### src/rtl/div_pkg.sv
`default_nettype none
// ============================================================================
// Module   : div_pkg
// Brief    : Shared state encoding and timing constants for nonrestoring_divider.
// Revision : 1.0
// ============================================================================
package div_pkg;

    localparam int DIV_WIDTH      = 8;
    localparam int CYCLES_PER_BIT = 3;    // SHIFT, ADDSUB, TEST per quotient bit
    localparam int DIV_OVERHEAD   = 2;    // CORRECT and OUTPUT

    typedef logic [2:0] div_state_t;

    localparam div_state_t IDLE    = 3'd0;
    localparam div_state_t SHIFT   = 3'd1;
    localparam div_state_t ADDSUB  = 3'd2;
    localparam div_state_t TEST    = 3'd3;
    localparam div_state_t CORRECT = 3'd4;
    localparam div_state_t OUTPUT  = 3'd5;
    localparam div_state_t DIVZ    = 3'd6;

    // Cycles from the start-sampling edge through the done cycle, inclusive.
    function automatic int div_latency(input int width);
        return CYCLES_PER_BIT * width + DIV_OVERHEAD;
    endfunction

endpackage
`default_nettype wire

### src/rtl/div_addsub.sv
`default_nettype none
// ============================================================================
// Module   : div_addsub
// Brief    : WIDTH+2-bit adder/subtractor shared by ADDSUB and CORRECT steps.
// Revision : 1.0
// ============================================================================
module div_addsub
    import div_pkg::*;
#(
    parameter int WIDTH = DIV_WIDTH
) (
    input  logic [WIDTH+1:0] a,
    input  logic [WIDTH+1:0] m,
    input  logic             sub,
    output logic [WIDTH+1:0] sum
);

    assign sum = sub ? (a - m) : (a + m);

endmodule
`default_nettype wire

### src/rtl/nonrestoring_divider.sv
`default_nettype none
// ============================================================================
// Module   : nonrestoring_divider
// Brief    : Sequential radix-2 non-restoring unsigned divider, start/done handshake.
// Revision : 1.0
// ============================================================================
module nonrestoring_divider
    import div_pkg::*;
#(
    parameter int WIDTH = DIV_WIDTH
) (
    input  logic             clk,
    input  logic             rst_b,
    input  logic             start,
    input  logic [WIDTH-1:0] dividend,
    input  logic [WIDTH-1:0] divisor,
    output logic [WIDTH-1:0] quotient,
    output logic [WIDTH-1:0] remainder,
    output logic             busy,
    output logic             done,
    output logic             div_by_zero
);

    localparam int            c_AW       = WIDTH + 2;
    localparam int            c_CW       = $clog2(WIDTH + 1);
    localparam logic [c_CW-1:0] c_CNT_LAST = c_CW'(WIDTH);

    div_state_t       r_state;
    logic [c_AW-1:0]  r_a;
    logic [c_AW-1:0]  r_m;
    logic [WIDTH-1:0] r_q;
    logic [c_CW-1:0]  r_cnt;
    logic             r_s;

    logic             w_sub;
    logic [c_AW-1:0]  w_sum;
    logic [c_AW-1:0]  w_a_corr;

    // Outside ADDSUB the shared adder only ever restores (A+M) in CORRECT.
    assign w_sub = (r_state == ADDSUB) ? ~r_s : 1'b0;

    div_addsub #(
        .WIDTH (WIDTH)
    ) u_addsub (
        .a   (r_a),
        .m   (r_m),
        .sub (w_sub),
        .sum (w_sum)
    );

    assign w_a_corr = r_a[c_AW-1] ? w_sum : r_a;

    assign busy = (r_state != IDLE);
    assign done = (r_state == OUTPUT) || (r_state == DIVZ);

    always_ff @(posedge clk or negedge rst_b) begin
        if (!rst_b) begin
            r_state     <= IDLE;
            r_a         <= '0;
            r_m         <= '0;
            r_q         <= '0;
            r_cnt       <= '0;
            r_s         <= 1'b0;
            quotient    <= '0;
            remainder   <= '0;
            div_by_zero <= 1'b0;
        end else begin
            case (r_state)
                IDLE: begin
                    if (start) begin
                        r_q   <= dividend;
                        r_m   <= {2'b00, divisor};
                        r_a   <= '0;
                        r_cnt <= '0;
                        if (divisor == '0) begin
                            quotient    <= '1;
                            remainder   <= dividend;
                            div_by_zero <= 1'b1;
                            r_state     <= DIVZ;
                        end else begin
                            r_state     <= SHIFT;
                        end
                    end
                end
                SHIFT: begin
                    r_s        <= r_a[c_AW-1];
                    {r_a, r_q} <= {r_a[c_AW-2:0], r_q, 1'b0};
                    r_state    <= ADDSUB;
                end
                ADDSUB: begin
                    r_a     <= w_sum;
                    r_q[0]  <= ~w_sum[c_AW-1];
                    r_cnt   <= r_cnt + c_CW'(1);
                    r_state <= TEST;
                end
                TEST: begin
                    r_state <= (r_cnt == c_CNT_LAST) ? CORRECT : SHIFT;
                end
                CORRECT: begin
                    r_a         <= w_a_corr;
                    quotient    <= r_q;
                    remainder   <= w_a_corr[WIDTH-1:0];
                    div_by_zero <= 1'b0;
                    r_state     <= OUTPUT;
                end
                OUTPUT: begin
                    r_state <= IDLE;
                end
                DIVZ: begin
                    r_state <= IDLE;
                end
                default: begin
                    r_state <= IDLE;
                end
            endcase
        end
    end

endmodule
`default_nettype wire

### config.mk
export PLATFORM = sky130hd
export DESIGN_NAME = nonrestoring_divider
export DESIGN_NICKNAME = d
export VERILOG_FILES = /design/src/rtl/div_pkg.sv /design/src/rtl/div_addsub.sv /design/src/rtl/nonrestoring_divider.sv
export SDC_FILE = /design/constraint.sdc
export NUM_CORES = 1
export LEC_CHECK = 0
export BUFFER_PORTS_ARGS = -buffer_cell sky130_fd_sc_hd__buf_2
export CAP_MARGIN = 20
export CORE_MARGIN = 5
export CORE_UTILIZATION = 39
export CTS_CLUSTER_DIAMETER = 50
export DETAILED_ROUTE_END_ITERATION = 10
export PLACE_DENSITY_LB_ADDON = 0.08
export SETUP_SLACK_MARGIN = 0.4
export SYNTH_ARGS = -nofsm -noshare
export SYNTH_HDL_FRONTEND = slang
export SYNTH_SLANG_ARGS = --single-unit
### constraint.sdc
create_clock -name clk -period 4.05 [get_ports clk]
set_input_delay 0.6075 -clock clk [delete_from_list [all_inputs] [get_ports clk]]
set_output_delay 0.6075 -clock clk [all_outputs]
set_load 0.005 [all_outputs]
# == Word-level counts from Yosys, hierarchy flattened ==
# Cells that the tools add are included.
# word_totals
reg_bits,51
inputBits,19
out_inout_bits,19
elab_cells,65
# classes
add_sub_neg,3
eq_ne,10
muxes,23
bitwise,2
reduce_logical,16
# op_table
op,n
8-bit 2-to-1 mux,5
10-bit one-hot mux with 4 select lines,1
8-bit one-hot mux with 2 select lines,2
10-bit 2-to-1 mux,3
3-bit one-hot mux with 5 select lines,1
7-bit one-hot mux with 2 select lines,1
10-bit by 8-bit adder with 10-bit output,1
2-bit AND reduction,5
10-bit by 8-bit subtractor with 10-bit output,1
"3-bit == test, second input constant",3
3-bit 2-to-1 mux,3
8-bit logical NOT,1
4-bit one-hot mux with 2 select lines,1
"3-bit by 2-bit == test with 1-bit output, second input constant",2
"2-bit != test, second input constant",3
3-bit AND reduction,2
2-bit nonzero test,3
3-bit nonzero test,2
"4-bit by 1-bit adder with 4-bit output, second input constant",1
"4-bit == test, second input constant",1
4-bit 2-to-1 mux,1
4-bit nonzero test,1
"3-bit by 1-bit == test with 1-bit output, second input constant",1
3-bit logical NOT,1
other kinds (5),8

# == Logic depth before layout (Yosys ltp) ==
# Gate-level depths: netlist of run 1.
# logic_depth
word_depth,5
ltp_mapped,13
mapped_depth_nobuf,11

# == Cells and area by module ==
# Synthesis of run 1 repeated with hierarchy kept, for this count alone.
# unflattened
cells_unflattened,287
area_unflattened_um2,3020.4
# by_module_without_submodules
module,instances,cells_per_inst,area_per_inst_um2,seq_area_each_um2
nonrestoring_divider,1,206,2432.3,1276.2
div_addsub,1,81,588.1,0.0

# == Worst setup path before layout of run 1 ==
# No wires, ideal clock.
# synth_timing
path_type,reg-to-reg
startpoint,reg r_state[0]
endpoint,reg r_q[0]
setup_ns,0.069
arrival_ns,2.864
required_ns,3.981
setup_slack_ns,1.117
stages_incl_launch_ff,11
n_path_buf,1
synth_period_minus_slack_ns,2.933
path_cell_list,dfrtp_1 buf_2 or4b_4 o21ai_0 inv_1 ha_1 nor2b_1 o31ai_2 a21oi_1 or4_2 nand3_1
# synth_between
elab_chain_len,5
word_cells_on_any_way,10
cone_classes,3 x eq/ne; 3 x mux; 1 x bitwise; 3 x reduce/logical
# synth_rtl
element,line_no,text
"start, declared",nonrestoring_divider.sv:28,div_state_t r_state;
"start signal, assigned",nonrestoring_divider.sv:97,r_state <= (r_cnt == c_CNT_LAST) ? CORRECT : SHIFT;
3-bit by 2-bit == test with 1-bit output,"nonrestoring_divider.sv:40, nonrestoring_divider.sv:68",
1-bit 2-to-1 mux,nonrestoring_divider.sv:40,assign w_sub = (r_state == ADDSUB) ? ~r_s : 1'b0;
10-bit 2-to-1 mux,div_addsub.sv:18,assign sum = sub ? (a - m) : (a + m);
1-bit inverter,nonrestoring_divider.sv:92,r_q[0] <= ~w_sum[c_AW-1];
1-bit one-hot mux with 3 select lines,nonrestoring_divider.sv:68,case (r_state)
"end signal, assigned",nonrestoring_divider.sv:71,r_q <= dividend;
"end signal, assigned",nonrestoring_divider.sv:87,"{r_a, r_q} <= {r_a[c_AW-2:0], r_q, 1'b0};"
"end signal, assigned",nonrestoring_divider.sv:92,
"end, declared",nonrestoring_divider.sv:31,logic [WIDTH-1:0] r_q;
# Several ways; a longest one is shown, not always the timed one.
# A chain may end at the register's enable or synchronous reset.

# == Worst setup path in the final report of run 1 ==
# Same ends and word-level chain as after synthesis.

==> results_dict.tcl, run 1 <==
set metrics [dict create \
    p_int_mw 1.82 \
    cp-startpoint "r_state[0]" \
    hold_viol_final 0 \
    final_nets 396 \
    fmax_ghz 0.294 \
    io_buffers 37 \
    final_area_mm2 0.00349 \
    setup_viol 0 \
    gp_congestion 0.887 \
    finalSetupTns_ns 0 \
    async_flop_share_pct 100 \
    ys_seq_area_share_pct 41.3 \
    synthFlopType "dfrtp_1" \
    seqPwrFrac_pct 29.0 \
    max-cap-violations 0 \
    cts.root.buffer_cell "clkbuf_8" \
    cp_slowest_cell "or4b_4" \
    grt_pass1_vias 2574 \
    final_cells 467 \
    final_layout_size_suffix_gt1_share_pct 20.8 \
    cts_tree "yes" \
    post_cts_buffers 0 \
    vias 2594 \
    status "complete, no violations" \
    ios 38 \
    critPathArrivalTime_ns 3.64 \
    critPathMaxStageDelay_ns 0.66 \
    post-route-period-util_pct 84.0 \
    max_slew_margin_pct 44.2 \
    drtIter0Drc 136 \
    grt_setup_unrepaired "false" \
    leakage_nw 1.57 \
    seq_area_mm2 0.00128 \
    dieHeight_um 99.0 \
    cts_hold_buf 0 \
    dieArea_mm2 0.00980 \
    viasPerCell 5.55 \
    drc 0 \
    ys.warnings.count 0 \
    grt_usage_pct 17.2 \
    hp-class "in -> async" \
    power_switching_mw 1.58 \
    synth_edf_count 0 \
    syn_area_per_cell_um2 9.42 \
    cp-start-kind "register" \
    worst-setup-path-type "reg -> reg" \
    total_power_mw 3.39 \
    endpoint "r_q[0]" \
    ant_nets 0 \
    clockBufferDepth 2 \
    synth_nets 360 \
    dp_hpwl_mm 6.00 \
    grt_pass1_wl_mm 13.6 \
    crit_path_cell_trace "or4b_4 > o21ai_0 > inv_1 > ha_1 > nor2b_1 > o31ai_2 > a21oi_1 > or4_2 > nand3_1" \
    period_needed_ns 3.40 \
    cts_buffers 5 \
    endpoint_kind "register" \
    critical_path_required_ns 4.29 \
    nFillCells 791 \
    core_area_mm2 0.00773 \
    dp.cells 459 \
    maxSlewViolCount 0 \
    switching_share_pct 46.5 \
    crit_path_max_fanout 18 \
    synth_cell_types 64 \
    antenna_found_initial 0 \
    r2r-start "r_state[0]" \
    place_area_mm2 0.00339 \
    globalRouteOverflowTotal 0 \
    ff2ff_setup_slack_ns 0.65 \
    cts.sinks 51 \
    start_util_pct 40.0 \
    irDropWorstVdd_mv 0.337 \
    cts.reportedPaths.clkPinSlew_ns 0.10 \
    power_density_mw_per_mm2 972 \
    htreeDepth 2 \
    ys_seq_elements 51 \
    clkPwrFrac_pct 9.4 \
    ctsResizeCount 0 \
    r2r_end "r_q[0]" \
    syn_area_mm2 0.00309 \
    antenna_cells 0 \
    grt_start_max_net_pins 33 \
    drt_first_pass_iters 4 \
    netlist_instances 328 \
    multiInputGateArea_mm2 0.00169 \
    insertion_delay_ns 0.31 \
    wl_per_cell_um 17.6 \
    fin_worst_skew_ns 0.0114 \
    area_growth_pct 13.0 \
    worstMarginPinSlew_ns 0.833 \
    r2r_cells 9 \
    rows 32 \
    die-width_um 99.0 \
    p_comb_share_pct 61.6 \
    wl_mm 8.24 \
]
logic make-up after synthesis:
| family | share of synthesized area [%] |
|---|---|
| fa+ha+maj | 5.51 |
| simple gates | 17.5 |
| mux | 3.60 |
| xor+xnor | 3.36 |
| flops | 41.3 |
| buf+inv | 4.13 |
| compound gates | 24.6 |
power groups by stage:
stage / Combinational (mW) / Sequential [mW] / Clock [mW]
2_1_floorplan: 1.63 / 0.903 / 0
3_3_place_gp: 2.07 / 0.996 / 0
3_5_place_dp: 2.08 / 0.995 / 0
4_1_cts: 2.09 / 0.986 / 0.328
5_1_grt: 2.33 / 1.02 / 0.348
6_report: 2.09 / 0.984 / 0.318
routing by layer:
layer,vias to the layer above,share of wire [%],global-route usage (%)
met1,1232,49,24.5
met4,0,1.0,5.15
li1,1284,-,-
met5,-,0,0
met2,69,45,26.7
met3,9,5.4,2.83
through the flow:
step	hold WS, ns	setup WS (ns)	util [%]
after floorplan	0.312	1.12	-
after global placement	0.465	0.761	43.9
after detailed placement	0.471	0.683	43.9
after CTS	0.260	0.659	45.2
after global routing	0.280	0.418	45.2
final	0.244	0.650	45.2
synthesized netlist by cell type (all sizes together), types with 2 or more instances:
library cell	number	area share [%]
nor3	7	1.5
nand3b	3	0.73
inv	15	1.8
a21oi	16	2.6
nor3b	3	0.89
o21ai	31	5.0
nor4	3	1.0
o211a	2	0.65
clkbuf	8	0.97
nand2b	2	0.40
nand2	38	4.6
a211oi	3	0.73
o22a	7	2.0
or4	2	0.65
buf	8	1.3
nand3	7	1.1
nor2	22	2.7
xnor2	8	2.3
dfrtp	51	41
o31ai	8	2.7
a22o	3	0.85
o211ai	2	0.49
o31a	2	0.57
a31oi	3	0.61
o21a	5	1.2
xor2	3	1.1
a22oi	11	2.7
and4	2	0.57
nor2b	3	0.61
mux2	9	3.3
a221o	3	0.97
a21o	3	0.73
ha	12	4.9
or3	3	0.61
final cells by class:
cell class | instances | area share [%]
clock buffers | 6 | 2.37
well taps | 102 | 3.66
repair buffers | 45 | 7.03
clock inverters | 2 | 0.466
flip-flops and latches | 51 | 36.6
multi-input cells | 246 | 48.3
inverters | 15 | 1.61
state kept, by name, summed over array words and instances (netlist names):
signal and flops:
r_a 10, quotient 8, r_s 1, r_cnt 4, r_state 3, remainder 8
r_q 8, div_by_zero 1, r_m 8
cell usage in the layout, fill, tap and decap left out, drive strengths merged, types with 3 or more instances in the layout:
cell type,synthesis,layout
a211oi,3,3
a21o,3,3
a21oi,16,16
a221o,3,3
a22o,3,3
a22oi,11,11
a31oi,3,3
buf,8,45
clkbuf,8,6
dfrtp,51,51
ha,12,12
inv,15,15
mux2,9,9
nand2,38,38
nand3,7,7
nand3b,3,3
nor2,22,22
nor2b,3,3
nor3,7,7
nor3b,3,3
nor4,3,3
o21a,5,5
o21ai,31,31
o22a,7,7
o31ai,8,8
or3,3,3
xnor2,8,8
xor2,3,3
worst min-delay path by stage:
| stage | start | endpoint | cells past startpoint |
|---|---|---|---|
| 2_1_floorplan | rst_b | div_by_zero | 0 |
| 4_1_cts | rst_b | r_state[1] | 1 |
| 3_5_place_dp | remainder[0] | remainder[0] | 2 |
| 5_1_grt | rst_b | r_state[1] | 1 |
| 3_3_place_gp | remainder[0] | remainder[0] | 2 |
| 6_report | rst_b | r_state[1] | 1 |
worst max-delay path: cells and delay by family, from the launching register on:
family,cells,cell delay (ns)
fa+ha+maj,1,0.27
compound gates,3,0.93
buf+inv,1,0.08
simple gates,4,1.49
flops,1,0.57
No activity file was read; power rests on OpenSTA's default activity.
==> run 2, diff against run 1 <==
==> constraint.sdc (replaced) <==
create_clock -name clk -period 3.2 [get_ports clk]
set_input_delay 0.48 -clock clk [delete_from_list [all_inputs] [get_ports clk]]
set_output_delay 0.48 -clock clk [all_outputs]
set_load 0.005 [all_outputs]
==> run 2 against run 1 <==
Net effect:
- via count is 3.2% higher
- clock skew is 0.00076 ns higher
- clock power is 21% higher
- total power is 37% higher
- sequential share of layout area is 1.9 points lower
- critical endpoint unchanged
- non-clock buffer count is 18 higher
- wire length is 3.0% higher
- largest cell class unchanged
- setup slack worse by 0.19 ns
- largest power group unchanged
==> results_dict.tcl, run 2 (same netlist as run 1, synthesis figures left out) <==
set metrics [dict create \
    grt_pass1_vias 2662 \
    grt_pass1_wl_mm 14.0 \
    clockBufferDepth 2 \
    finalSetupTns_ns 0 \
    rows 32 \
    final_layout_size_suffix_gt1_share_pct 27.7 \
    nFillCells 761 \
    die-width_um 99.0 \
    hp-class "in -> async" \
    irDropWorstVdd_mv 0.532 \
    cts.root.buffer_cell "clkbuf_8" \
    place_area_mm2 0.00351 \
    r2r_cells 9 \
    leakage_nw 1.66 \
    top_register "r_a" \
    power_density_mw_per_mm2 1270 \
    start_util_pct 40.0 \
    ant_nets 0 \
    cts_tree "yes" \
    hold_viol_final 0 \
    dp_hpwl_mm 6.33 \
    globalRouteOverflowTotal 0 \
    final_area_mm2 0.00368 \
    cts_hold_buf 0 \
    ff2ff_setup_slack_ns 0.46 \
    largest_reg_flops 10 \
    worstMarginPinSlew_ns 0.770 \
    fmax_ghz 0.365 \
    drt_first_pass_iters 4 \
    vias 2677 \
    fin_worst_skew_ns 0.0121 \
    cts.sinks 51 \
    area_growth_pct 19.1 \
    grt_start_max_net_pins 31 \
    core_area_mm2 0.00773 \
    io_buffers 37 \
    p_comb_share_pct 65.6 \
    dp.cells 472 \
    antenna_cells 0 \
    final_cells 485 \
    clkPwrFrac_pct 8.2 \
    seqPwrFrac_pct 26.2 \
    max-cap-violations 0 \
    insertion_delay_ns 0.31 \
    dieHeight_um 99.0 \
    final_nets 414 \
    drtIter0Drc 173 \
    fin_util_pct 47.7 \
    viasPerCell 5.52 \
    cp-start-kind "register" \
    endpoint_kind "register" \
    post-route-period-util_pct 85.6 \
    dieArea_mm2 0.00980 \
    layout_common_cells "dfrtp_1 (50), nand2_1 (38), buf_2 (37)" \
    antenna_found_initial 0 \
    p_int_mw 2.54 \
    final_common_cell "dfrtp_1" \
    maxSlewViolCount 0 \
    wl_per_cell_um 17.5 \
    grt_usage_pct 17.8 \
    period_needed_ns 2.74 \
    r2r-start "r_s" \
    setup_viol 0 \
    drc 0 \
    critical_path_required_ns 3.45 \
    crit_path_max_fanout 5 \
    gp_congestion 0.830 \
    wl_mm 8.48 \
    r2r_end "r_q[0]" \
    ios 38 \
    htreeDepth 2 \
    power_switching_mw 2.12 \
    max_slew_margin_pct 48.7 \
    critPathArrivalTime_ns 2.99 \
    status "complete, no violations" \
    switching_share_pct 45.6 \
    cts.reportedPaths.clkPinSlew_ns 0.10 \
    worst-setup-path-type "reg -> reg" \
    cts_buffers 5 \
    grt_setup_unrepaired "true" \
]
[run 2: cell type report]
| cell class | count | area, um^2 | share of cell area (%) |
|---|---|---|---|
| Multi-Input combinational cell | 246 | 1750 | 47.6 |
| Sequential cell | 51 | 1280 | 34.7 |
| Timing Repair Buffer | 63 | 380 | 10.3 |
| Tap cell | 102 | 128 | 3.47 |
| Clock buffer | 5 | 68.8 | 1.87 |
| Inverter | 15 | 56.3 | 1.53 |
| Clock inverter | 3 | 20.0 | 0.544 |
[run 2: stage by stage]
step / setup WS [ns] / hold slack, ns / power (mW)
after global routing: 0.298 / 0.261 / 5.09
after CTS: 0.401 / 0.231 / 4.56
after detailed placement: 0.271 / 0.471 / 4.11
after global placement: 0.313 / 0.463 / 4.09
final: 0.460 / 0.208 / 4.66
after floorplan: 0.428 / 0.184 / 3.27
[run 2: metal layers]
metal | part of all wire (%) | track usage [%] | routed length [um] | vias to the layer above
li1 | - | - | - | 1319
met1 | 50 | 26.4 | 4270 | 1294
met2 | 44 | 27.3 | 3750 | 52
met3 | 4.2 | 2.90 | 355 | 12
met4 | 1.3 | 4.20 | 106 | 0
met5 | 0 | 0 | 0 | -
[run 2: critical path, stage by stage, from the launching register on]
cell and delay [ns]:
dfrtp_1 0.41, or4b_4 0.60, o21ai_4 0.17, inv_1 0.06
ha_1 0.27, nor2b_4 0.14, o31ai_4 0.30, a21oi_2 0.11
or4_2 0.54, nand3_1 0.08
[run 2: power groups by stage]
stage          Sequential (mW)  Clock, mW  Combinational [mW]
2_1_floorplan             1.14          0                2.12
3_3_place_gp              1.24          0                2.86
3_5_place_dp              1.24          0                2.87
4_1_cts                   1.22      0.395                2.94
5_1_grt                   1.27      0.421                3.40
6_report                  1.22      0.384                3.06
[run 2: what timing repair did]
item,in CTS,in global routing
buffers inserted,3,2
pin swaps,3,7
setup endpoints to repair,9,10
gates resized for setup,2,14
[run 2: worst max-delay path by stage]
stage                from  endpoint  slack [ns]  cells after the start
3_3_place_gp   r_state[2]    r_q[0]        0.31                      9
3_5_place_dp   r_state[2]    r_q[0]        0.27                      9
6_report              r_s    r_q[0]        0.46                      9
2_1_floorplan  r_state[0]    r_q[0]        0.43                     10
5_1_grt               r_s    r_q[0]        0.30                      8
4_1_cts            r_m[2]    r_q[0]        0.40                     10
